$ cat config.mk
export PLATFORM = sky130hd
export DESIGN_NAME = adc_spi_rx
export DESIGN_NICKNAME = d
export VERILOG_FILES = /design/src/rtl/adc_spi_rx_pkg.sv /design/src/rtl/adc_spi_rx_sck_gen.sv /design/src/rtl/adc_spi_rx.sv
export SDC_FILE = /design/constraint.sdc
export NUM_CORES = 1
export LEC_CHECK = 0
export BUFFER_PORTS_ARGS = -buffer_cell sky130_fd_sc_hd__buf_2
export CAP_MARGIN = 20
export CORE_UTILIZATION = 30
export CTS_BUF_LIST = sky130_fd_sc_hd__clkbuf_2 sky130_fd_sc_hd__clkbuf_4 sky130_fd_sc_hd__clkbuf_8
export DETAILED_ROUTE_END_ITERATION = 10
export GPL_TIMING_DRIVEN = 0
export HOLD_SLACK_MARGIN = 0.12
export PLACE_DENSITY = 0.56
export SYNTH_ARGS = -nofsm -noshare
export SYNTH_HDL_FRONTEND = slang
export SYNTH_SLANG_ARGS = --single-unit
$ cat constraint.sdc
create_clock -name clock -period 2 [get_ports clock]
set_input_delay 0 -clock clock [delete_from_list [all_inputs] [get_ports clock]]
set_output_delay 0 -clock clock [all_outputs]
set_load 0.03 [all_outputs]
$ cat src/rtl/adc_spi_rx_pkg.sv
// Shared state encoding and framing constants for the dual-channel ADC SPI reader.
package adc_spi_rx_pkg;
  typedef enum logic [2:0] {IDLE, CONV, GAP, SHIFT, DONE} state_t;

  localparam int FRAME_LEN = 34;
  localparam int SMP_W     = 14;
  localparam int CHA_MSB   = 31;
  localparam int CHA_LSB   = 18;
  localparam int CHB_MSB   = 15;
  localparam int CHB_LSB   = 2;
endpackage

$ cat src/rtl/adc_spi_rx_sck_gen.sv
// SCK half-period generator: idles low while disabled, strobes on the cycle sck rises or falls.
module sck_gen #(
  parameter int HALF = 2
) (
  input  logic clock,
  input  logic reset_n,
  input  logic en,
  output logic sck,
  output logic rise,
  output logic fall
);
  localparam int HW = $clog2(HALF + 1);
  localparam logic [HW-1:0] HLAST = HW'(HALF - 1);

  logic [HW-1:0] hcnt;
  logic          tick;

  assign tick = en && (hcnt == HLAST);
  assign rise = tick & ~sck;
  assign fall = tick & sck;

  always_ff @(posedge clock or negedge reset_n) begin
    if (!reset_n) begin
      hcnt <= '0;
      sck  <= 1'b0;
    end else if (!en) begin
      hcnt <= '0;
      sck  <= 1'b0;
    end else if (tick) begin
      hcnt <= '0;
      sck  <= ~sck;
    end else begin
      hcnt <= hcnt + 1'b1;
    end
  end
endmodule

$ cat src/rtl/adc_spi_rx.sv
// SPI read master for the dual 14-bit ADC: conversion pulse, 34-edge frame capture, parallel words.
module adc_spi_rx
  import adc_spi_rx_pkg::*;
#(
  parameter int HALF    = 2,
  parameter int CONVLEN = 4,
  parameter int FRAME   = FRAME_LEN
) (
  input  logic             clock,
  input  logic             reset_n,
  input  logic             clockenable,
  input  logic             miso,
  output logic             adcconv,
  output logic             sck,
  output logic [SMP_W-1:0] datos_a,
  output logic [SMP_W-1:0] datos_b,
  output logic             valid,
  output logic             busy
);
  localparam int CMAX = (CONVLEN > HALF) ? CONVLEN : HALF;
  localparam int CW   = $clog2(CMAX + 1);
  localparam int EW   = $clog2(FRAME + 1);
  localparam logic [CW-1:0] CONV_LAST = CW'(CONVLEN - 1);
  localparam logic [CW-1:0] GAP_LAST  = CW'(HALF - 1);
  localparam logic [EW-1:0] EDGE_LAST = EW'(FRAME);

  state_t           state;
  logic             ce_q;
  logic             start;
  logic [CW-1:0]    cnt;
  logic [EW-1:0]    edges;
  logic [FRAME-1:0] sr;
  logic             sck_en, rise, fall;

  assign start  = clockenable & ~ce_q;
  assign sck_en = (state == SHIFT);

  sck_gen #(.HALF(HALF)) u_sck (
    .clock  (clock),
    .reset_n(reset_n),
    .en     (sck_en),
    .sck    (sck),
    .rise   (rise),
    .fall   (fall)
  );

  always_ff @(posedge clock or negedge reset_n) begin
    if (!reset_n) begin
      state   <= IDLE;
      ce_q    <= 1'b0;
      cnt     <= '0;
      edges   <= '0;
      sr      <= '0;
      adcconv <= 1'b0;
      datos_a <= '0;
      datos_b <= '0;
      valid   <= 1'b0;
      busy    <= 1'b0;
    end else begin
      ce_q  <= clockenable;
      valid <= 1'b0;
      case (state)
        IDLE: begin
          cnt   <= '0;
          edges <= '0;
          if (start) begin
            state   <= CONV;
            adcconv <= 1'b1;
            busy    <= 1'b1;
          end
        end
        CONV: begin
          if (cnt == CONV_LAST) begin
            cnt     <= '0;
            adcconv <= 1'b0;
            state   <= GAP;
          end else cnt <= cnt + 1'b1;
        end
        GAP: begin
          if (cnt == GAP_LAST) begin
            cnt   <= '0;
            state <= SHIFT;
          end else cnt <= cnt + 1'b1;
        end
        SHIFT: begin
          if (rise) begin
            sr    <= {sr[FRAME-2:0], miso};
            edges <= edges + 1'b1;
          end
          // the falling edge after the last rise closes the frame
          if (fall && edges == EDGE_LAST) begin
            state   <= DONE;
            datos_a <= sr[CHA_MSB:CHA_LSB];
            datos_b <= sr[CHB_MSB:CHB_LSB];
            valid   <= 1'b1;
          end
        end
        DONE: begin
          state <= IDLE;
          busy  <= 1'b0;
        end
        default: state <= IDLE;
      endcase
    end
  end
endmodule

# Word-level counts from Yosys, hierarchy flattened
# Index checks and enable logic that the tools add are counted.
# op_classes
n_addsub,3
n_eq_ne,14
mux,20
bitwise_logic,5
reduce_logical,13
# ops
op,count
$mux 3,6
$ne 2x2->1 const B,6
$pmux 3 s4,1
$pmux 6 s2,1
$eq 3x2->1 const B,3
$pmux 3 s3,1
$reduce_and 2->1,4
$add 6x1->6 const B,1
$eq 3x1->1 const B,2
$eq 6x6->1 const B,1
$mux 1,6
$mux 6,1
$reduce_bool 2->1,3
$mux 2,2
$pmux 1 s2,2
$reduce_and 4->1,1
$add 3x1->3 const B,1
$and 1x1->1,3
$eq 3x3->1 const B,1
$logic_not 3->1,1
$reduce_and 3->1,1
$reduce_bool 3->1,1
$add 2x1->2 const B,1
$eq 2x1->1 const B,1
other kinds (2),4
# word_totals
regBits,79
in_bits,4
output_inout_bits,32
wordCells,67

# Logic depth before layout (Yosys ltp)
# Gate-level depths: netlist of run 1.
# depth
word_depth,6
mapped_depth,7

# Cells and area by module
# Synthesis of run 1 repeated with hierarchy kept, for this count alone.
# hier_totals
cells_unflattened,225
area_unflattened_um2,3209.3
# by_module_without_submodules
module,n_inst,cells_each,area_each_um2,seq_area_each_um2
adc_spi_rx,1,214,3084.2,1901.8
sck_gen,1,11,125.1,75.1

# Least setup slack after synthesis of run 1
# OpenSTA, ideal clock, no wires.
# synth_timing
path_type,register -> register
start,reg u_sck.sck
end,reg sr[10]
setup_ns,0.125
t_arrival_ns,1.655
setup_slack_ns,0.220
path_stages_with_launch,6
n_path_buf,2
cell_sequence,dfrtp_1 > or3b_1 > or2_1 > buf_6 > buf_6 > mux2_4
# synth_via
elab_chain_cells,3
# synth_rtl
item,line,text
start: declaration,adc_spi_rx_sck_gen.sv:8,"output logic sck,"
start signal: assignment,adc_spi_rx_sck_gen.sv:31,sck <= ~sck;
$not 1->1,adc_spi_rx_sck_gen.sv:19,assign rise = tick & ~sck;
$and 1x1->1,adc_spi_rx_sck_gen.sv:19,
$reduce_and 2->1 (no source line),--,
end signal: assignment,adc_spi_rx.sv:87,"sr <= {sr[FRAME-2:0], miso};"
end: declaration,adc_spi_rx.sv:32,logic [FRAME-1:0] sr;
# No other way between the ends.
# A chain may end at the register's enable or synchronous reset.

# Worst setup path after layout of run 1
# layout_timing
start,reg edges[0]
end,reg datos_b[5]
# layout_via
elab_chain_cells,3
# layout_rtl
item,line,text
start: declaration,adc_spi_rx.sv:31,logic [EW-1:0] edges;
start signal: assignment,adc_spi_rx.sv:88,edges <= edges + 1'b1;
$eq 6x6->1,adc_spi_rx.sv:91,if (fall && edges == EDGE_LAST) begin
$logic_and 1x1->1,adc_spi_rx.sv:91,
$reduce_and 2->1 (no source line),--,
end signal: assignment,adc_spi_rx.sv:94,datos_b <= sr[CHB_MSB:CHB_LSB];
end: declaration,adc_spi_rx.sv:16,"output logic [SMP_W-1:0] datos_b,"
# No other way between the ends.

==> results of run 1 <==
-- Yosys cell counts --
master     instances  area share, %
a21o_1             1           0.22
a21oi_1            8            1.2
a22oi_1            2           0.44
a311oi_1           3           0.78
a31o_1             1           0.26
a32oi_1            1           0.26
and2_1             1           0.18
buf_2              2           0.30
buf_4              1           0.22
buf_6              5            1.7
clkbuf_1           4           0.44
dfrtp_1           79             58
ha_1               7            2.6
inv_1              9            1.0
mux2_1             9            3.0
mux2_2            23            7.6
mux2_4            28             12
mux2i_1            1           0.30
nand2_1            4           0.44
nand2b_1           4           0.74
nand3_1            2           0.30
nand3b_1           1           0.22
nand4_1            1           0.18
nand4b_1           1           0.26
nor2_1             6           0.66
nor2b_1            2           0.37
nor3_1             3           0.44
nor3b_1            2           0.44
nor4_1             2           0.37
nor4_2             1           0.37
o211ai_1           1           0.22
o21ai_0            4           0.59
o21bai_1           1           0.22
o22ai_1            1           0.18
o2bb2ai_1          1           0.26
o31ai_1            4           0.89
or2_1              1           0.18
or2_2              2           0.37
or3_1              1           0.18
or3b_1             1           0.26
or4_1              3           0.66
-- cell families (layout without fill, tap and decap cells) --
group | count (synthesis) | count (layout) | synth area share (%)
muxes | 61 | 61 | 23.33
buffers and inverters | 21 | 85 | 3.617
DFF | 79 | 79 | 58.32
AOI/OAI and AO/OA | 28 | 28 | 5.501
and+or+nand+nor | 38 | 38 | 6.644
adders and majority gates | 7 | 7 | 2.584
-- through the flow --
| step | TNS (ns) | instance area, um^2 |
|---|---|---|
| final | 0 | 4088 |
| after global placement | 0 | 3740 |
| after floorplan | 0 | 3390 |
| after CTS | 0 | 3999 |
| after detailed placement | 0 | 3770 |
| after global routing | -0.3596 | 4088 |
-- per-layer routing --
layer  up-vias  share of wire [%]  GRT usage, %
met5         -                  0             0
met4         0                2.0         5.792
met3         8                4.0         3.677
met2        31                 47         16.24
met1      1010                 47         14.71
li1        958                  -             -
-- layout by cell type, fill, tap and decap left out, types with 2 or more instances in the layout --
cell type      netlist  routed
nor4_1               2       2
clkbuf_8             0       9
clkbuf_1             4       4
buf_6                5       6
buf_2                2      35
a311oi_1             3       3
mux2_2              23      23
dlygate4sd3_1        0       5
mux2_4              28      29
dfrtp_1             79      78
or4_1                3       3
mux2_1               9       8
nor3b_1              2       2
nand2b_1             4       4
or2_2                2       2
o31ai_1              4       4
o21ai_0              4       4
a22oi_1              2       2
nand3_1              2       2
clkinvlp_4           0       2
buf_4                1       6
a21oi_1              8       8
nor3_1               3       3
nand2_1              4       4
ha_1                 7       7
inv_1                9       8
nor2_1               6       6
inv_6                0       3
nor2b_1              2       2
-- state kept, by name, indices dropped and copies added (netlist names) --
name and count:
adcconv 1, busy 1, ce_q 1, cnt 3, datos_a 14, datos_b 14, edges 6, sr 32
state 3, u_sck.hcnt 2, u_sck.sck 1, valid 1
-- worst max path at each step --
stage | startpoint | endpoint | slack (ns) | cells after the start
after floorplan | u_sck.sck | sr[10] | 0.22 | 5
after global placement | edges[0] | datos_b[6] | 0.07 | 7
after detailed placement | edges[0] | datos_b[11] | 0.03 | 7
after CTS | edges[0] | datos_b[11] | 0.01 | 7
after global routing | edges[0] | datos_b[5] | -0.03 | 7
final | edges[0] | datos_b[5] | 0.06 | 7
-- where the power goes --
group | switching, mW | total (mW) | leakage (nW) | internal (mW)
Clock | 0.609 | 1.07 | 0.0866 | 0.463
Sequential | 0.230 | 2.10 | 1.05 | 1.87
Combinational | 0.654 | 1.39 | 0.932 | 0.739
-- layout make-up --
class | instances | area [um^2]
fillers | 1062 | 6848
flip-flops and latches | 79 | 1978
multi-input cells | 134 | 1294
repair buffers | 48 | 332.8
well taps | 140 | 175.2
clock buffers | 9 | 123.9
plain buffers | 12 | 95.09
clock inverters | 7 | 55.05
inverters | 9 | 33.78
-- what timing repair did --
| item | 4_1_cts | 5_1_grt |
|---|---|---|
| setup endpoints to repair | 0 | 16 |
| setup buffers | 0 | 6 |
| endpoints found under the hold margin | 83 | 0 |
| gates resized for setup | 0 | 7 |
| hold buffers | 5 | 0 |
==> impl_metrics.yaml, run 1 <==
timing:
  slew_viol_final: 0
  finalClockSkew_ns: 0.01348
  fmax_ghz: 0.5164
  tightest_slew_ns: 0.4408
  slew_headroom_pct: 70.61
  final.setup.worst_slack_ns: 0.06358
  setup_viol: 0
  timing.hold.ws_ns: 0.3247
  fin_crit_ns: 1.936
  rsz0062_at_grt: "yes"
  timing.final.crit_share_pct: 96.82
  hold_viol: 0
critical_path:
  max_stage_delay_ns: 0.43
  rr_endpoint: "datos_b[5]"
  cp_num_buf_inv: 3
  crit_type: "reg -> reg"
  critPathArrivalTime_ns: 2.18
  cp_top_family: "simple AND/OR/NAND/NOR gates"
  worstSetupEndpointType: "flip-flop"
  startpoint_type: "flip-flop"
  cp_max_fo: 6
  crit_chain: "inv_2 -> ha_1 -> nand4b_1 -> nor4_2 -> buf_4 -> clkbuf_16 -> mux2_1"
  r2r_slack_ns: 0.06
  r2r_cells: 7
  crit_slowest_cell: "dfrtp_2"
  rr_startpoint: "edges[0]"
  worstPathRequired_ns: 2.24
detailed_routing:
  routed_via_density: 4.582
  wl_mm: 5.951
  via_count: 2007
  drt_iter0_drc: 127
  dr.pass1.iters: 4
  wl_per_cell_um: 13.59
  ant_nets: 0
  drc: 0
synth:
  syn_nets: 245
  synth_cells: 234
  synthDistinctLibCells: 41
  yosys_warnings: 0
  yosysSeqAreaShare_pct: 58.32
  synth_area_mm2: 0.003390
  syn_avg_cell_area_um2: 14.49
  ys_ff_latch: 79
clock_network:
  tritoncts: "done"
  cts_buffer_depth: 2
  clk_pin_slew_ns: 0.08
  cts-root-buf: "clkbuf_8"
  h-tree-depth: 3
  clock-sinks: 79
  cts_buffers: 9
  clk_latency_ns: 0.36
grt:
  grt_usage_pct: 11.16
  grt_pass1_wl_mm: 9.901
  antenna_found_initial: 0
  grt_pass1_vias: 1958
  grt_overflow: 0
  grt_max_degree: 51
floorplan:
  coreArea_mm2: 0.01094
  start_util_pct: 31.00
  num_rows: 38
  dieArea_mm2: 0.01173
  io_pins: 36
  fp.dieW_um: 108.3
  die_height_um: 108.3
job:
  cap_violations: 0
finish:
  diodes: 0
  layout-drive-gt1-share_pct: 41.61
  final_cells: 438
  areaGrowthSynthToFinish_pct: 20.60
  nNetsFinal: 304
  utilization_pct: 37.38
place:
  numPortBuffers: 35
  dp_slack_ns: 0.03194
  dp.cells: 410
  gp_congestion: 0.7344
  dpl.hpwl_mm: 3.899
pwr:
  p_per_area_mw_per_mm2: 1118
  leakage_nw: 2.068
  total_power_mw: 4.569
  ir_worst_vdd_mv: 0.4342
hold_path:
  whs_endpoint: "ce_q"
  min_path_type: "in -> reg"
  min_from: "clockenable"
  worst_hold_path.num_cells: 2
status:
  outcome: "completed"
Note: power is estimated with default switching activity, not from simulation.
==> run 2, diff against run 1 <==
PLACE_DENSITY = 0.49   (was 0.56)
SYNTH_HIERARCHICAL = 1   (was default)
clock period = 2.41 ns   (was 2 ns; I/O delays follow)
==> run 2 against run 1 <==
  * Critical path depth increased by 1
  * Utilization increased by 0.16 points
  * Wire length decreased by 7.5%
  * Global-route usage about the same
  * Highest routed layer unchanged
==> impl_metrics.yaml, run 2 <==
status:
  outcome: "completed"
synth:
  ys_top_cells_by_area: "dfrtp_1 (62%), mux2_2 (18%), mux2_1 (3.2%)"
  syn_avg_cell_area_um2: 14.26
  async_flop_share_pct: 100.0
  yosysMostFrequentCell: "dfrtp_1"
  ys.flop_type: "dfrtp_1"
  yosys_warnings: 6
  synth-edff-count: 0
  yosysSeqAreaShare_pct: 61.60
  synth_common_cells: "dfrtp_1 (79), mux2_2 (51), mux2_1 (9)"
  ys_ff_latch: 79
  synth_cells: 225
  synth_top_area_share_pct: 61.60
  syn_nets: 235
  synthDistinctLibCells: 39
  synth_area_mm2: 0.003209
  synth_top_cell_by_area: "dfrtp_1"
finish:
  final_cell_mix: "dfrtp_1 (79), mux2_2 (51), buf_2 (35)"
  nNetsFinal: 288
  areaGrowthSynthToFinish_pct: 21.29
  diodes: 0
  ff_latch_area_mm2: 0.001977
  layout-drive-gt1-share_pct: 40.93
  multi_input_area_mm2: 0.001152
  utilization_pct: 37.54
  top_register: "sr"
  n_fill_cell: 1049
  final_cells: 417
  reg.largest.list: "sr x32, datos_a x14, datos_b x14"
  final_common_cell: "dfrtp_1"
  largest_reg_flops: 32
floorplan:
  coreArea_mm2: 0.01037
  die_height_um: 105.4
  start_util_pct: 30.95
  io_pins: 36
  dieArea_mm2: 0.01112
  fp.dieW_um: 105.4
  num_rows: 37
timing:
  rsz0062_at_grt: "no"
  slew_headroom_pct: 69.42
  timing.hold.ws_ns: 0.1761
  timing.final.crit_share_pct: 90.58
  tightest_slew_ns: 0.4572
  hold_viol: 0
  setup_viol: 0
  fin_crit_ns: 2.183
  finalClockSkew_ns: 0.01204
  fmax_ghz: 0.4581
  tns_ns: 0
  slew_viol_final: 0
  final.setup.worst_slack_ns: 0.2270
clock_network:
  tritoncts: "done"
  cts_buffer_depth: 2
  h-tree-depth: 3
  cts_buffers: 9
  clock-sinks: 79
  clk_latency_ns: 0.35
  cts-root-buf: "clkbuf_8"
  clk_pin_slew_ns: 0.09
place:
  dpl.hpwl_mm: 3.506
  gp_congestion: 0.7104
  dp_slack_ns: -0.1195
  dp.cells: 397
  numPortBuffers: 35
critical_path:
  startpoint_type: "flip-flop"
  worstSetupEndpointType: "flip-flop"
  cp_top_family: "simple AND/OR/NAND/NOR gates"
  max_stage_delay_ns: 0.46
  cp_num_buf_inv: 3
  worstPathRequired_ns: 2.65
  cp_max_fo: 10
  crit_type: "reg -> reg"
  crit_chain: "buf_2 -> nor2_2 -> and3_1 -> nand2_1 -> nor4_4 -> buf_6 -> buf_8 -> mux2_1"
  critPathArrivalTime_ns: 2.42
  crit_slowest_cell: "dfrtp_1"
pwr:
  power.internal_mw: 2.439
  pwr-share-seq_pct: 45.7
  switching_share_pct: 28.87
  combinationalPowerShare_pct: 20.3
  p_per_area_mw_per_mm2: 880.8
  switchingPower_mw: 0.9899
  ir_worst_vdd_mv: 0.3048
  clock_power_share_pct: 34.1
  leakage_nw: 1.970
grt:
  grt_pass1_wl_mm: 9.577
  grt_usage_pct: 11.14
  antenna_found_initial: 0
  grt_overflow: 0
  grt_pass1_vias: 1934
  grt_max_degree: 70
hold_path:
  min_path_type: "in -> async"
detailed_routing:
  wl_mm: 5.504
  wl_per_cell_um: 13.20
  ant_nets: 0
  drc: 0
  drt_iter0_drc: 64
  via_count: 1931
  routed_via_density: 4.631
  dr.pass1.iters: 4
job:
  cap_violations: 0
==> run 2: cell types whose count changed in the layout (fill, tap and decap cells not counted), moves of 3 or more <==
cell | previous run | this run
mux2_4 | 29 | 0
mux2_2 | 23 | 51
buf_6 | 6 | 1
clkbuf_2 | 0 | 4
buf_4 | 6 | 3
nand2_1 | 4 | 8
bufinv_16 | 0 | 3
nand2b_1 | 4 | 1
==> run 2: kinds of logic after synthesis <==
kind of cell	count (synthesis)	synth area share [%]
buf+inv	16	2.573
flops	79	61.60
simple gates	37	7.096
fa+ha+maj	6	2.339
mux	60	21.05
compound gates	27	5.342
==> run 2: routing by layer <==
metal  global-route usage [%]  part of all wire (%)
met5                        0                     0
met4                    6.640                   1.9
met3                    2.968                   2.9
met2                    16.49                    47
met1                    14.56                    48
==> run 2: worst reg2reg max path, delay by kind of cell, from the launching register on <==
family | cells | cell delay (ns)
buffers and inverters | 3 | 0.53
DFF | 1 | 0.46
muxes | 1 | 0.33
and+or+nand+nor | 4 | 0.76
==> run 2: final cells by class <==
| cell class | instances | share of cell area [%] |
|---|---|---|
| Buffer | 10 | 1.704 |
| Inverter | 6 | 0.5786 |
| Clock inverter | 5 | 2.764 |
| Clock buffer | 9 | 3.182 |
| Sequential cell | 79 | 50.79 |
| Timing Repair Buffer | 42 | 7.007 |
| Multi-Input combinational cell | 130 | 29.60 |
| Tap cell | 136 | 4.372 |
==> run 2: power by group through the flow <==
stage	Combinational (mW)	Clock, mW	Sequential, mW
after floorplan	0.484	0	1.60
after global routing	0.793	1.26	1.59
after detailed placement	0.684	0	1.59
after CTS	0.692	1.22	1.57
final	0.695	1.17	1.57
after global placement	0.666	0	1.59
==> run 2: final timing paths <==
path / start / endpoint / slack, ns / cells after the start
max: state[2] / datos_b[4] / 0.23 / 8
min: reset_n / sr[9] / 0.18 / 3
max reg2reg: state[2] / datos_b[4] / 0.23 / 8
min reg2reg: u_sck/hcnt[0] / u_sck/hcnt[0] / 0.46 / 1
max in group asynchronous: reset_n / sr[13] / 1.38 / 3
min in group clock: clockenable / ce_q / 0.30 / 2
==> run 2: stage by stage <==
| step | area, um^2 | total power, mW |
|---|---|---|
| 6_report | 3892 | 3.429 |
| 3_5_place_dp | 3585 | 2.275 |
| 2_1_floorplan | 3209 | 2.084 |
| 3_3_place_gp | 3555 | 2.252 |
| 4_1_cts | 3861 | 3.474 |
| 5_1_grt | 3892 | 3.646 |
==> run 2: repair_timing <==
item,4_1_cts,5_1_grt
setup buffers,0,2
setup endpoints to repair,39,54
hold buffers,4,0
pin swaps,0,1
gates resized for setup,4,5
endpoints found under the hold margin,82,0
==> run 3, diff against run 2 <==
clock period = 2.6 ns   (was 2.41 ns; I/O delays follow)
==> run 3 against run 2 <==
  * First-iteration DRC count is 4.7% higher
  * Fmax shrank 7.9%
  * Non-clock buffer count is 1 lower
  * Final area shrank 0.55%
  * Wire length increased by 0.33%
  * Power decreased by 7.3%
  * Critical path type unchanged
  * Highest routed layer unchanged
==> impl_metrics.yaml, run 3 (synthesis results as in run 2) <==
status:
  outcome: "completed"
timing:
  setup_viol: 0
  tightest_slew_ns: 0.4916
  slew_viol_final: 0
  hold_viol: 0
  final.setup.worst_slack_ns: 0.2304
  fin_crit_ns: 2.370
  tns_ns: 0
  rsz0062_at_grt: "no"
  slew_headroom_pct: 67.22
  timing.final.crit_share_pct: 91.14
  finalClockSkew_ns: 0.01210
  fmax_ghz: 0.4220
finish:
  nNetsFinal: 287
  largest_reg_flops: 32
  final_cell_mix: "dfrtp_1 (79), mux2_2 (51), buf_2 (34)"
  layout-drive-gt1-share_pct: 40.36
  final_cells: 416
  final_common_cell: "dfrtp_1"
  areaGrowthSynthToFinish_pct: 20.62
  top_register: "sr"
  reg.largest.list: "sr x32, datos_a x14, datos_b x14"
  diodes: 0
detailed_routing:
  routed_via_density: 4.644
  maxUsedRoutingLayer: "met4"
  ant_nets: 0
  wl_met1_mm: 2.686
  route.met3.wl_um: 159
  dr_wl_met2_mm: 2.570
  wl_mm: 5.522
  drc: 0
  dr.pass1.iters: 4
  drt_iter0_drc: 67
  wl_per_cell_um: 13.27
  via_count: 1932
grt:
  grt_pass1_wl_mm: 9.597
  grt_pass1_vias: 1933
  antenna_found_initial: 0
  grt_overflow: 0
  grt_max_degree: 70
  grt_usage_pct: 11.15
job:
  cap_violations: 0
pwr:
  leakage_nw: 1.957
  p_per_area_mw_per_mm2: 821.4
  ir_worst_vdd_mv: 0.2826
hold_path:
  min_path_type: "in -> async"
floorplan:
  coreArea_mm2: 0.01037
  start_util_pct: 30.95
  fp.dieW_um: 105.4
  dieArea_mm2: 0.01112
  io_pins: 36
  die_height_um: 105.4
  num_rows: 37
clock_network:
  tritoncts: "done"
  clock-sinks: 79
  clk_latency_ns: 0.35
  clk_pin_slew_ns: 0.08
  cts_buffer_depth: 2
  cts-root-buf: "clkbuf_8"
  cts_buffers: 9
  h-tree-depth: 3
critical_path:
  cp_max_fo: 10
  crit_type: "reg -> reg"
  critPathArrivalTime_ns: 2.61
  worstSetupEndpointType: "flip-flop"
  worstPathRequired_ns: 2.84
  startpoint_type: "flip-flop"
place:
  dp.cells: 397
  numPortBuffers: 35
  gp_congestion: 0.7104
  dpl.hpwl_mm: 3.506
  dp_slack_ns: 0.07055
[run 3: changes by cell type in the layout (fill, tap and decap cells not counted)]
| cell | before | now |
|---|---|---|
| buf_12 | 1 | 0 |
| buf_2 | 35 | 34 |
| clkbuf_1 | 2 | 3 |
[run 3: stage by stage]
step	instance area, um^2	hold WS (ns)	total power, mW	utilization, %
after CTS	3856	0.2011	3.217	37.19
after floorplan	3209	-0.2956	1.932	-
after global placement	3555	0.1203	2.087	34.28
final	3871	0.1820	3.180	37.33
after detailed placement	3585	-0.1458	2.109	34.57
after global routing	3871	0.2042	3.380	37.33
[run 3: path summary, 6_finish.rpt]
path	start	to	slack, ns	cells past startpoint
worst max-delay path	state[2]	datos_b[4]	0.23	8
worst min register to register	u_sck/hcnt[0]	u_sck/hcnt[0]	0.46	1
worst min-delay path	reset_n	sr[9]	0.18	3
max in group asynchronous	reset_n	sr[13]	1.57	3
worst max register to register	state[2]	datos_b[4]	0.23	8
min in group clock	clockenable	ce_q	0.30	2
[run 3: layout make-up]
type                       count  area, um^2
clock inverter                 5       107.6
fill                        1051        6499
buffer                        10       65.06
timing repair buffer          41       252.7
tap                          136       170.2
multi-input combinational    130        1152
inverter                       6       22.52
clock buffer                   9       123.9
sequential                    79        1977
[run 3: what timing repair did]
action,4_1_cts,5_1_grt
gates resized for setup,0,10
buffers inserted,0,1
setup endpoints to repair,0,36
hold buffers,4,0
hold endpoints to repair,82,0
[run 3: metal layers]
metal | track usage (%) | vias to the layer above
met5 | 0 | -
met4 | 6.640 | 0
li1 | - | 908
met1 | 14.60 | 991
met3 | 2.968 | 11
met2 | 16.49 | 22
[run 3: worst max-delay path, stage by stage, from the launching register on]
cell	delay (ns)
dfrtp_1	0.47
clkbuf_1	0.28
nor2_2	0.22
and3_1	0.18
nand2_1	0.12
nor4_4	0.29
buf_6	0.22
buf_8	0.16
mux2_1	0.33
[run 3: where the power goes]
part	leakage (nW)	internal, mW	switching (mW)
Sequential	1.07	1.35	0.103
Combinational	0.770	0.279	0.365
Clock	0.116	0.633	0.451
Total	1.96	2.26	0.919
